[config.mk]
export PLATFORM = sky130hd
export DESIGN_NAME = cached_fetcher
export DESIGN_NICKNAME = d
export VERILOG_FILES = /design/src/rtl/gpu_pkg.sv /design/src/rtl/icache_array.sv /design/src/rtl/cached_fetcher.sv
export SDC_FILE = /design/constraint.sdc
export NUM_CORES = 1
export LEC_CHECK = 0
export ABC_AREA = 1
export CORE_ASPECT_RATIO = 0.75
export CORE_MARGIN = 2
export CORE_UTILIZATION = 62
export CTS_CLUSTER_DIAMETER = 200
export DETAILED_ROUTE_END_ITERATION = 12
export PLACE_DENSITY = 0.84
export SLEW_MARGIN = 30
export SYNTH_ARGS = -nofsm -noshare
export SYNTH_HDL_FRONTEND = slang
export SYNTH_HIERARCHICAL = 1
export SYNTH_SLANG_ARGS = --single-unit
[constraint.sdc]
create_clock -name clk -period 4.8 [get_ports clk]
set_input_delay 1.2 -clock clk [delete_from_list [all_inputs] [get_ports clk]]
set_output_delay 1.2 -clock clk [all_outputs]
set_load 0.02 [all_outputs]
[src/rtl/gpu_pkg.sv]
// ---------------------------------------------------------------------------
// gpu_pkg
//
// Purpose : Encodings and default widths used by the per-core scheduler and
//           the instruction fetcher. Both blocks import this package, so the
//           state values they exchange are defined once.
// Contents: core_state_t    - scheduler state seen by the fetcher
//           fetcher_state_t - fetcher progress reported back to the scheduler
//           DEFAULT_*       - default program-memory address/data widths
// ---------------------------------------------------------------------------
package gpu_pkg;

  localparam int DEFAULT_ADDR_BITS = 8;
  localparam int DEFAULT_DATA_BITS = 16;

  typedef enum logic [2:0] {
    CORE_IDLE    = 3'b000,
    CORE_FETCH   = 3'b001,
    CORE_DECODE  = 3'b010,
    CORE_REQUEST = 3'b011,
    CORE_WAIT    = 3'b100,
    CORE_EXECUTE = 3'b101,
    CORE_UPDATE  = 3'b110,
    CORE_DONE    = 3'b111
  } core_state_t;

  typedef enum logic [2:0] {
    FETCHER_IDLE     = 3'b000,
    FETCHER_FETCHING = 3'b001,
    FETCHER_FETCHED  = 3'b010
  } fetcher_state_t;

endpackage

[src/rtl/icache_array.sv]
// ---------------------------------------------------------------------------
// icache_array
//
// Purpose : Direct-mapped instruction cache storage with one instruction per
//           line. The lookup is purely combinational, so the fetcher can
//           resolve a hit in the same cycle it sees FETCH. Writes and flushes
//           take effect on the clock edge.
//
// Ports   : clk          - clock
//           reset        - asynchronous active-low reset; clears valid bits
//           lookup_addr  - address being looked up (full PC)
//           lookup_hit   - line at the lookup index is valid with a matching tag
//           lookup_data  - data held in the line at the lookup index
//           write_en     - install write_data for write_addr on this edge
//           write_addr   - address of the line being installed
//           write_data   - instruction being installed
//           flush        - clear every valid bit on this edge (wins over write)
// ---------------------------------------------------------------------------
module icache_array
  import gpu_pkg::*;
#(
  parameter int ADDR_BITS = DEFAULT_ADDR_BITS,
  parameter int DATA_BITS = DEFAULT_DATA_BITS,
  parameter int LINES     = 8
) (
  input  logic                 clk,
  input  logic                 reset,
  input  logic [ADDR_BITS-1:0] lookup_addr,
  output logic                 lookup_hit,
  output logic [DATA_BITS-1:0] lookup_data,
  input  logic                 write_en,
  input  logic [ADDR_BITS-1:0] write_addr,
  input  logic [DATA_BITS-1:0] write_data,
  input  logic                 flush
);

  localparam int INDEX_BITS = $clog2(LINES);
  localparam int TAG_BITS   = ADDR_BITS - INDEX_BITS;

  logic [LINES-1:0]     valid;
  logic [TAG_BITS-1:0]  tags  [LINES];
  logic [DATA_BITS-1:0] data  [LINES];

  logic [INDEX_BITS-1:0] lookup_index;
  logic [TAG_BITS-1:0]   lookup_tag;
  logic [INDEX_BITS-1:0] write_index;
  logic [TAG_BITS-1:0]   write_tag;

  // Low PC bits select the line, the remaining upper bits form the tag.
  assign lookup_index = lookup_addr[INDEX_BITS-1:0];
  assign lookup_tag   = lookup_addr[ADDR_BITS-1:INDEX_BITS];
  assign write_index  = write_addr[INDEX_BITS-1:0];
  assign write_tag    = write_addr[ADDR_BITS-1:INDEX_BITS];

  assign lookup_hit  = valid[lookup_index] && (tags[lookup_index] == lookup_tag);
  assign lookup_data = data[lookup_index];

  // Valid bits are the only state needing reset. Flush outranks a fill on the
  // same edge so a kernel launch never sees a line from the previous kernel.
  always_ff @(posedge clk or negedge reset) begin
    if (!reset) begin
      valid <= '0;
    end else if (flush) begin
      valid <= '0;
    end else if (write_en) begin
      valid[write_index] <= 1'b1;
    end
  end

  // Tag and data payload; meaningless until the matching valid bit is set,
  // so they are left without reset.
  always_ff @(posedge clk) begin
    if (write_en) begin
      tags[write_index] <= write_tag;
      data[write_index] <= write_data;
    end
  end

endmodule

[src/rtl/cached_fetcher.sv]
// ---------------------------------------------------------------------------
// cached_fetcher
//
// Purpose : Instruction-fetch stage feeding the per-core scheduler. When the
//           scheduler enters FETCH, the instruction at current_pc is returned
//           either from the direct-mapped instruction cache (one cycle) or
//           from program memory (memory latency + 1 cycle). Saturating
//           hit/miss counters support performance bring-up.
//
// Ports   : clk              - clock
//           reset            - asynchronous active-low reset
//           core_state       - scheduler state (acts on FETCH and DECODE)
//           current_pc       - fetch address, sampled only while IDLE
//           flush            - one-cycle pulse invalidating every cache line
//           mem_read_valid   - program-memory read request
//           mem_read_address - program-memory read address
//           mem_read_ready   - read data is valid this cycle
//           mem_read_data    - read data
//           fetcher_state    - IDLE / FETCHING / FETCHED
//           instruction      - last fetched instruction, held until replaced
//           hit_count        - saturating cache-hit count
//           miss_count       - saturating cache-miss count
// ---------------------------------------------------------------------------
module cached_fetcher
  import gpu_pkg::*;
#(
  parameter int PROGRAM_MEM_ADDR_BITS = DEFAULT_ADDR_BITS,
  parameter int PROGRAM_MEM_DATA_BITS = DEFAULT_DATA_BITS,
  parameter int CACHE_LINES           = 8,
  parameter int COUNTER_BITS          = 16
) (
  input  logic                             clk,
  input  logic                             reset,
  input  logic [2:0]                       core_state,
  input  logic [PROGRAM_MEM_ADDR_BITS-1:0] current_pc,
  input  logic                             flush,
  output logic                             mem_read_valid,
  output logic [PROGRAM_MEM_ADDR_BITS-1:0] mem_read_address,
  input  logic                             mem_read_ready,
  input  logic [PROGRAM_MEM_DATA_BITS-1:0] mem_read_data,
  output logic [2:0]                       fetcher_state,
  output logic [PROGRAM_MEM_DATA_BITS-1:0] instruction,
  output logic [COUNTER_BITS-1:0]          hit_count,
  output logic [COUNTER_BITS-1:0]          miss_count
);

  fetcher_state_t state;
  logic           discard;

  logic                             cache_hit;
  logic [PROGRAM_MEM_DATA_BITS-1:0] cache_data;
  logic                             fill_en;

  // Counters stop at all-ones so a long run never reads back as a small value.
  function automatic logic [COUNTER_BITS-1:0] sat_inc(input logic [COUNTER_BITS-1:0] value);
    return (value == '1) ? value : value + COUNTER_BITS'(1);
  endfunction

  // A fill is installed on the ready cycle unless a flush arrived at any
  // point during this miss (earlier: discard flag; now: flush itself).
  // mem_read_address is held stable for the whole miss, so it doubles as the
  // fill address and later current_pc changes cannot corrupt the line.
  assign fill_en = (state == FETCHER_FETCHING) && mem_read_ready && !discard && !flush;

  icache_array #(
    .ADDR_BITS (PROGRAM_MEM_ADDR_BITS),
    .DATA_BITS (PROGRAM_MEM_DATA_BITS),
    .LINES     (CACHE_LINES)
  ) cache (
    .clk         (clk),
    .reset       (reset),
    .lookup_addr (current_pc),
    .lookup_hit  (cache_hit),
    .lookup_data (cache_data),
    .write_en    (fill_en),
    .write_addr  (mem_read_address),
    .write_data  (mem_read_data),
    .flush       (flush)
  );

  assign fetcher_state = state;

  // Fetch state machine, memory handshake, discard flag and counters. The
  // async reset drops mem_read_valid immediately, even mid-miss. The lookup
  // in IDLE sees the valid bits from before any same-cycle flush, so a hit
  // coinciding with a kernel-launch flush is still served.
  always_ff @(posedge clk or negedge reset) begin
    if (!reset) begin
      state            <= FETCHER_IDLE;
      mem_read_valid   <= 1'b0;
      mem_read_address <= '0;
      instruction      <= '0;
      hit_count        <= '0;
      miss_count       <= '0;
      discard          <= 1'b0;
    end else begin
      case (state)
        FETCHER_IDLE: begin
          if (core_state == CORE_FETCH) begin
            if (cache_hit) begin
              instruction <= cache_data;
              hit_count   <= sat_inc(hit_count);
              state       <= FETCHER_FETCHED;
            end else begin
              mem_read_valid   <= 1'b1;
              mem_read_address <= current_pc;
              miss_count       <= sat_inc(miss_count);
              state            <= FETCHER_FETCHING;
            end
          end
        end

        FETCHER_FETCHING: begin
          if (mem_read_ready) begin
            instruction    <= mem_read_data;
            mem_read_valid <= 1'b0;
            discard        <= 1'b0;
            state          <= FETCHER_FETCHED;
          end else if (flush) begin
            discard <= 1'b1;
          end
        end

        FETCHER_FETCHED: begin
          if (core_state == CORE_DECODE) begin
            state <= FETCHER_IDLE;
          end
        end

        default: begin
          state          <= FETCHER_IDLE;
          mem_read_valid <= 1'b0;
          discard        <= 1'b0;
        end
      endcase
    end
  end

endmodule

* After elaboration in Yosys (flattened, before gate mapping) *
Memory sizes are Yosys's and may differ from the RTL's.
Cells that the tools add are included.

word-level totals
  register bits = 69
  RAM bits = 168
  input bits = 31
  output and inout bits = 60
  memories kept = 2

memories
  name        words  bits a word  rd ports  clocked after memory_dff  wr ports  line                source
  cache.data  8      16           1         0                         1         icache_array.sv:42  logic [DATA_BITS-1:0] data [LINES];
  cache.tags  8      5            1         0                         1         icache_array.sv:41  logic [TAG_BITS-1:0] tags [LINES];

cells by class
  $add $sub $neg = 2
  $lt $le $gt $ge = 3
  equal/unequal tests = 13
  mux-type cells = 24
  bitwise operators = 6
  reduce and logical (&&, ||, !) cells = 18

operator list
  cell                     count
  $mux W16                 3
  $add A16 B1 Y16 const B  2
  $eq A16 B16 Y1 const B   2
  $pmux W16 S2             1
  $mux W8                  2
  $reduce_and A4 Y1        4
  $mux W1                  9
  $mux W3                  3
  $pmux W3 S3              1
  $lt A3 B4 Y1 const B     2
  $ne A2 B2 Y1 const B     4
  $or A8 B8 Y8             1
  $eq A3 B1 Y1 const B     2
  $eq A3 B2 Y1 const B     2
  $reduce_and A3 Y1        2
  $eq A5 B5 Y1             1
  $logic_and A1 B1 Y1      5
  $not A1 Y1               5
  $reduce_bool A2 Y1       2
  $bmux W1 S3              1
  $demux W1 S3             1
  $ge A3 B1 Y1 const B     1
  $logic_not A3 Y1         1
  $ne A3 B3 Y1 const B     1
  7 further kinds          8

* Logic depth before layout (Yosys ltp) *
  depth in word-level cells = 7
  mapped depth = 19

* Cells and area by module *
The synthesis kept the hierarchy.

by module, submodules not included
  module          times used  cells each  area each (um^2)
  icache_array    1           592         7100.6
  cached_fetcher  1           422         3273.1

* Least setup slack after synthesis *
Ideal clock, no wire load.

  kind = input -> register
  start point = input port flush
  end point = memory cache/data[4][0] (netlist bit), enable pin
  setup time = 0.400 ns
  arrival = 2.681 ns
  path slack = 1.719 ns
  stages = 5
  path buffers = 0
  cells stage by stage = nor4_1 inv_1 nor2_1 inv_1 nor2_1

on the way
  cells in the longest elaborated chain, start to end = 4

RTL lines
  what                           line                  source
  from (decl)                    cached_fetcher.sv:36  input logic flush,
  $logic_not A1 Y1               cached_fetcher.sv:63  assign fill_en = (state == FETCHER_FETCHING) && mem_read_ready && !discard && !flush;
  $logic_and A1 B1 Y1            cached_fetcher.sv:63
  $mux W1                        icache_array.sv:73    if (write_en) begin
  $mux W1 (implied by the code)  icache_array.sv:75    data[write_index] <= write_data;
  to (decl)                      icache_array.sv:42

No other way between the ends.

* Worst setup path in the final report *
  start point = input port current_pc[1]
  end point = register hit_count[12]

on the way
  cells in the longest elaborated chain, start to end = 4
  elaborated cells between the ends (all ways) = 6
  classes of those cells = 1 x eq/ne; 2 x mux; 2 x reduce/logical; 1 x memory

RTL lines
  what                                                 line                   source
  from (decl)                                          cached_fetcher.sv:35   input logic [PROGRAM_MEM_ADDR_BITS-1:0] current_pc,
  $mem_v2 Z8 W5 / $bmux W1 S3 (equally long branches)  n/a
  $eq A5 B5 Y1 / $mux W1 (equally long branches)       icache_array.sv:55     assign lookup_hit = valid[lookup_index] && (tags[lookup_index] == lookup_tag);
  $logic_and A1 B1 Y1 (*)                              icache_array.sv:55
  via cache_hit                                        cached_fetcher.sv:50   logic cache_hit;
  $reduce_and A4 Y1 (no line) (*)                      n/a
  to (signal assigned)                                 cached_fetcher.sv:102  hit_count <= sat_inc(hit_count);
  to (decl)                                            cached_fetcher.sv:43   output logic [COUNTER_BITS-1:0] hit_count,

Mark *: on every way through the listed nets, which the timed path passes. The rest lies on a longest branch. The select of a mux whose other input is x is not followed.
A chain may end at the register's enable or synchronous reset.

==> results.py <==
metrics = {
    "worst_setup_path": {
        "arrival_ns": 4.11,
        "worst-r2r-setup-slack_ns": 1.77,
        "critPathKind": "in -> reg",
        "ff2ff_path_depth": 7,
        "r2r_end": "cache/data[6][10]",
        "crit_path_end_kind": "flop",
        "crit_end": "hit_count[12]",
        "startpoint": "current_pc[1]",
        "cp_num_buf_inv": 3,
        "slowest_delay_ns": 0.49,
        "cp_top_family": "simple AND/OR/NAND/NOR gates",
        "cp_data_required_time_ns": 5.18,
        "cp_slowest_cell": "clkdlybuf4s50_1",
        "cp_max_fo": 45,
        "path_cells": "clkdlybuf4s50_1 > buf_4 > o21ai_0 > o21ai_1 > nand2_1 > nand2_1 > nand2_1 > nand2_1 > nand2_1 > nor2_2 > inv_1 > nor2_1 > nand2_1 > nand2_1 > nand2_1",
        "r2r_start": "fetcher_state[0]",
        "cpMostUsedCell": "nand2_1",
        "cp.depth": 15,
        "startpoint_type": "input pin",
    },
    "synth": {
        "syn_area_mm2": 0.0104,
        "synth_top_flop_cell": "edfxtp_1",
        "syn_inst": 1014,
        "synth_common_cells": "nand2_1 (283), edfxtp_1 (168), nor2_1 (144)",
        "synth_nets": 1047,
        "yosysMostFrequentCell": "nand2_1",
        "ys_ff_latch": 236,
        "async_flop_share_pct": 28.8,
        "synth_top_area_cell": "edfxtp_1",
        "yosysWarnings": 6,
        "yosysTopAreaCellShare_pct": 48.6,
        "ys_seq_area_share_pct": 65.0,
        "synth-edff-count": 168,
        "postSynthAreaPerCell_um2": 10.2,
        "synth.area.top_cells": "edfxtp_1 (49%), dfrtp_1 (16%), nand2_1 (10%)",
        "yosysUniqueCellTypes": 35,
    },
    "pwr": {
        "p_sw_w": 0.00146,
        "p_leak_nw": 4.86,
        "power_frac_seq_pct": 48.1,
        "p_per_area_mw_per_mm2": 433,
        "internal-power_w": 0.00381,
        "ir_drop_mv": 0.339,
        "pwr-share-clk_pct": 34.4,
        "power_frac_comb_pct": 17.5,
        "netSwitchingFraction_pct": 27.7,
    },
    "finish": {
        "syn2layout_area_growth_pct": 17.4,
        "seq_area_mm2": 0.00675,
        "utilization_pct": 75.1,
        "antennaDiodeCount": 0,
        "instances_no_fill": 1327,
        "multi_input_area_mm2": 0.00313,
        "fin_nets": 1133,
        "fillers": 1073,
        "drive_gt1_share_pct": 6.89,
    },
    "outcome": {
        "status": "complete, no violations",
    },
    "place": {
        "place_inst": 1285,
        "portBuffers": 89,
        "hpwl_mm": 15.1,
        "gp_routability_congestion": 0.849,
    },
    "sta": {
        "rsz0062_at_grt": "no",
        "max_freq_mhz": 268,
        "period_minus_slack_ns": 3.73,
        "worstMarginPinSlew_ns": 0.792,
        "setup_viol": 0,
        "final_hold_viol_count": 0,
        "drv_slew": 0,
        "setup_tns_ns": 0,
        "fin_crit_sh_pct": 77.6,
        "skew_ns": 0.0244,
        "slew_headroom_pct": 47.2,
    },
    "clock_tree": {
        "htree_levels": 1,
        "cts.path.max_buffers": 3,
        "cts_hold_buf": 0,
        "clock_sinks": 236,
        "clk_latency_ns": 0.52,
        "cts_root_buf": "clkbuf_16",
        "numCtsBuffers": 23,
        "path_clk_slew_ns": 0.06,
        "cts_resized": 0,
        "tritoncts": "done",
        "cts_setup_buffers": 0,
    },
    "global_routing": {
        "antenna_found_initial": 0,
        "first_global_vias": 7261,
        "grt_max_degree": 90,
        "grt_util_all_layers_pct": 27.2,
        "grt_overflow": 0,
        "grt_pass1_wl_mm": 37.9,
    },
    "die": {
        "die_area_mm2": 0.0178,
        "num_rows": 40,
        "initial_core_util_pct": 64.0,
        "die-width_um": 153,
        "die_h_um": 116,
        "core-area_mm2": 0.0162,
        "pin_count": 91,
    },
    "detailed_routing": {
        "dr_total_vias": 7661,
        "drt_pre_antenna_iters": 5,
        "finalWirelength_mm": 23.9,
        "drt-wirelength-per-cell_um": 18.0,
        "ant_nets": 0,
        "viasPerCell": 5.77,
        "drc": 0,
        "drt_iter0_drc": 781,
    },
    "hold_path": {
        "hold_path_class": "reg -> reg",
    },
    "run": {
        "max_cap_viol_count": 0,
    },
}
==> how the worst min path moves through the flow <==
stage / start / endpoint / cells after the start
floorplan: cache/valid[1] / cache/valid[1] / 2
global placement: instruction[13] / instruction[13] / 2
detailed placement: instruction[13] / instruction[13] / 2
CTS: instruction[13] / instruction[13] / 2
global route: instruction[10] / instruction[10] / 2
finish: instruction[13] / instruction[13] / 2
==> per-stage QoR <==
step           hold WS, ns  setup WS, ns  area [um2]  power, W
6_report             0.479          1.07       12200   0.00527
5_1_grt              0.510         0.736       12200   0.00547
4_1_cts              0.486          1.12       12200   0.00528
3_5_place_dp         0.472         0.662       11400   0.00349
3_3_place_gp         0.465         0.806       11400   0.00346
2_1_floorplan        0.466          1.72       10400   0.00305
==> logic make-up after synthesis <==
kind of cell	count (synthesis)	share of synthesized area, %
fa+ha+maj	2	0.241
compound gates	132	6.91
other cells	1	0.0361
flops	236	65.0
simple gates	507	20.0
buf+inv	106	5.03
xor+xnor	14	1.18
mux	16	1.54
==> cells in the final DEF, fill, tap and decap left out, types with 3 or more instances in the layout <==
cell type / n
clkinv_2: 3
nand3_1: 55
buf_12: 4
edfxtp_1: 168
nor2_4: 3
o22ai_1: 32
o21ai_2: 3
clkbuf_1: 4
nand3b_1: 9
clkinv_1: 4
xor2_1: 4
a21oi_1: 3
nor2_1: 136
inv_6: 3
nor2_2: 9
o21ai_1: 16
buf_4: 14
mux2i_1: 16
nand4_1: 5
bufinv_16: 3
inv_2: 3
dfrtp_1: 68
o21ai_0: 76
inv_1: 56
nand2_1: 283
xnor2_1: 10
clkbuf_16: 23
clkdlybuf4s50_1: 87
==> power groups by stage <==
stage	Sequential [W]	Clock, W	Combinational, W
CTS	0.00253	0.00182	0.000926
detailed placement	0.00257	0	0.000921
floorplan	0.00269	0	0.000366
global route	0.00256	0.00191	0.00100
finish	0.00253	0.00181	0.000924
global placement	0.00257	0	0.000897
==> sequential cells by signal, summed over array words and instances (netlist names) <==
| register | count |
|---|---|
| cache/tags | 40 |
| fetcher_state | 2 |
| cache/data | 128 |
| mem_read_address | 8 |
| miss_count | 16 |
| hit_count | 16 |
| discard | 1 |
| cache/valid | 8 |
| mem_read_valid | 1 |
| instruction | 16 |
==> worst reg2reg max path, delay by kind of cell, from the launching register on <==
kind          cells  cell delay [ns]
simple gates      4             1.71
buf+inv           3             0.46
flops             1             0.56
==> area by class of cell <==
type,instances,area share [%]
tap,210,2.16
clock buffer,27,4.85
multi-input combinational,672,25.7
sequential,236,55.4
inverter,60,1.87
clock inverter,15,1.33
timing repair buffer,107,8.75
==> metal layers <==
metal | GRT usage, % | part of all wire (%) | up-vias
met1 | 39.6 | 43 | 3662
li1 | - | - | 3592
met4 | 7.77 | 2.1 | 0
met2 | 42.8 | 46 | 362
met3 | 5.09 | 9.1 | 45
met5 | 0 | 0 | -
(Power assumes the default switching activity.)
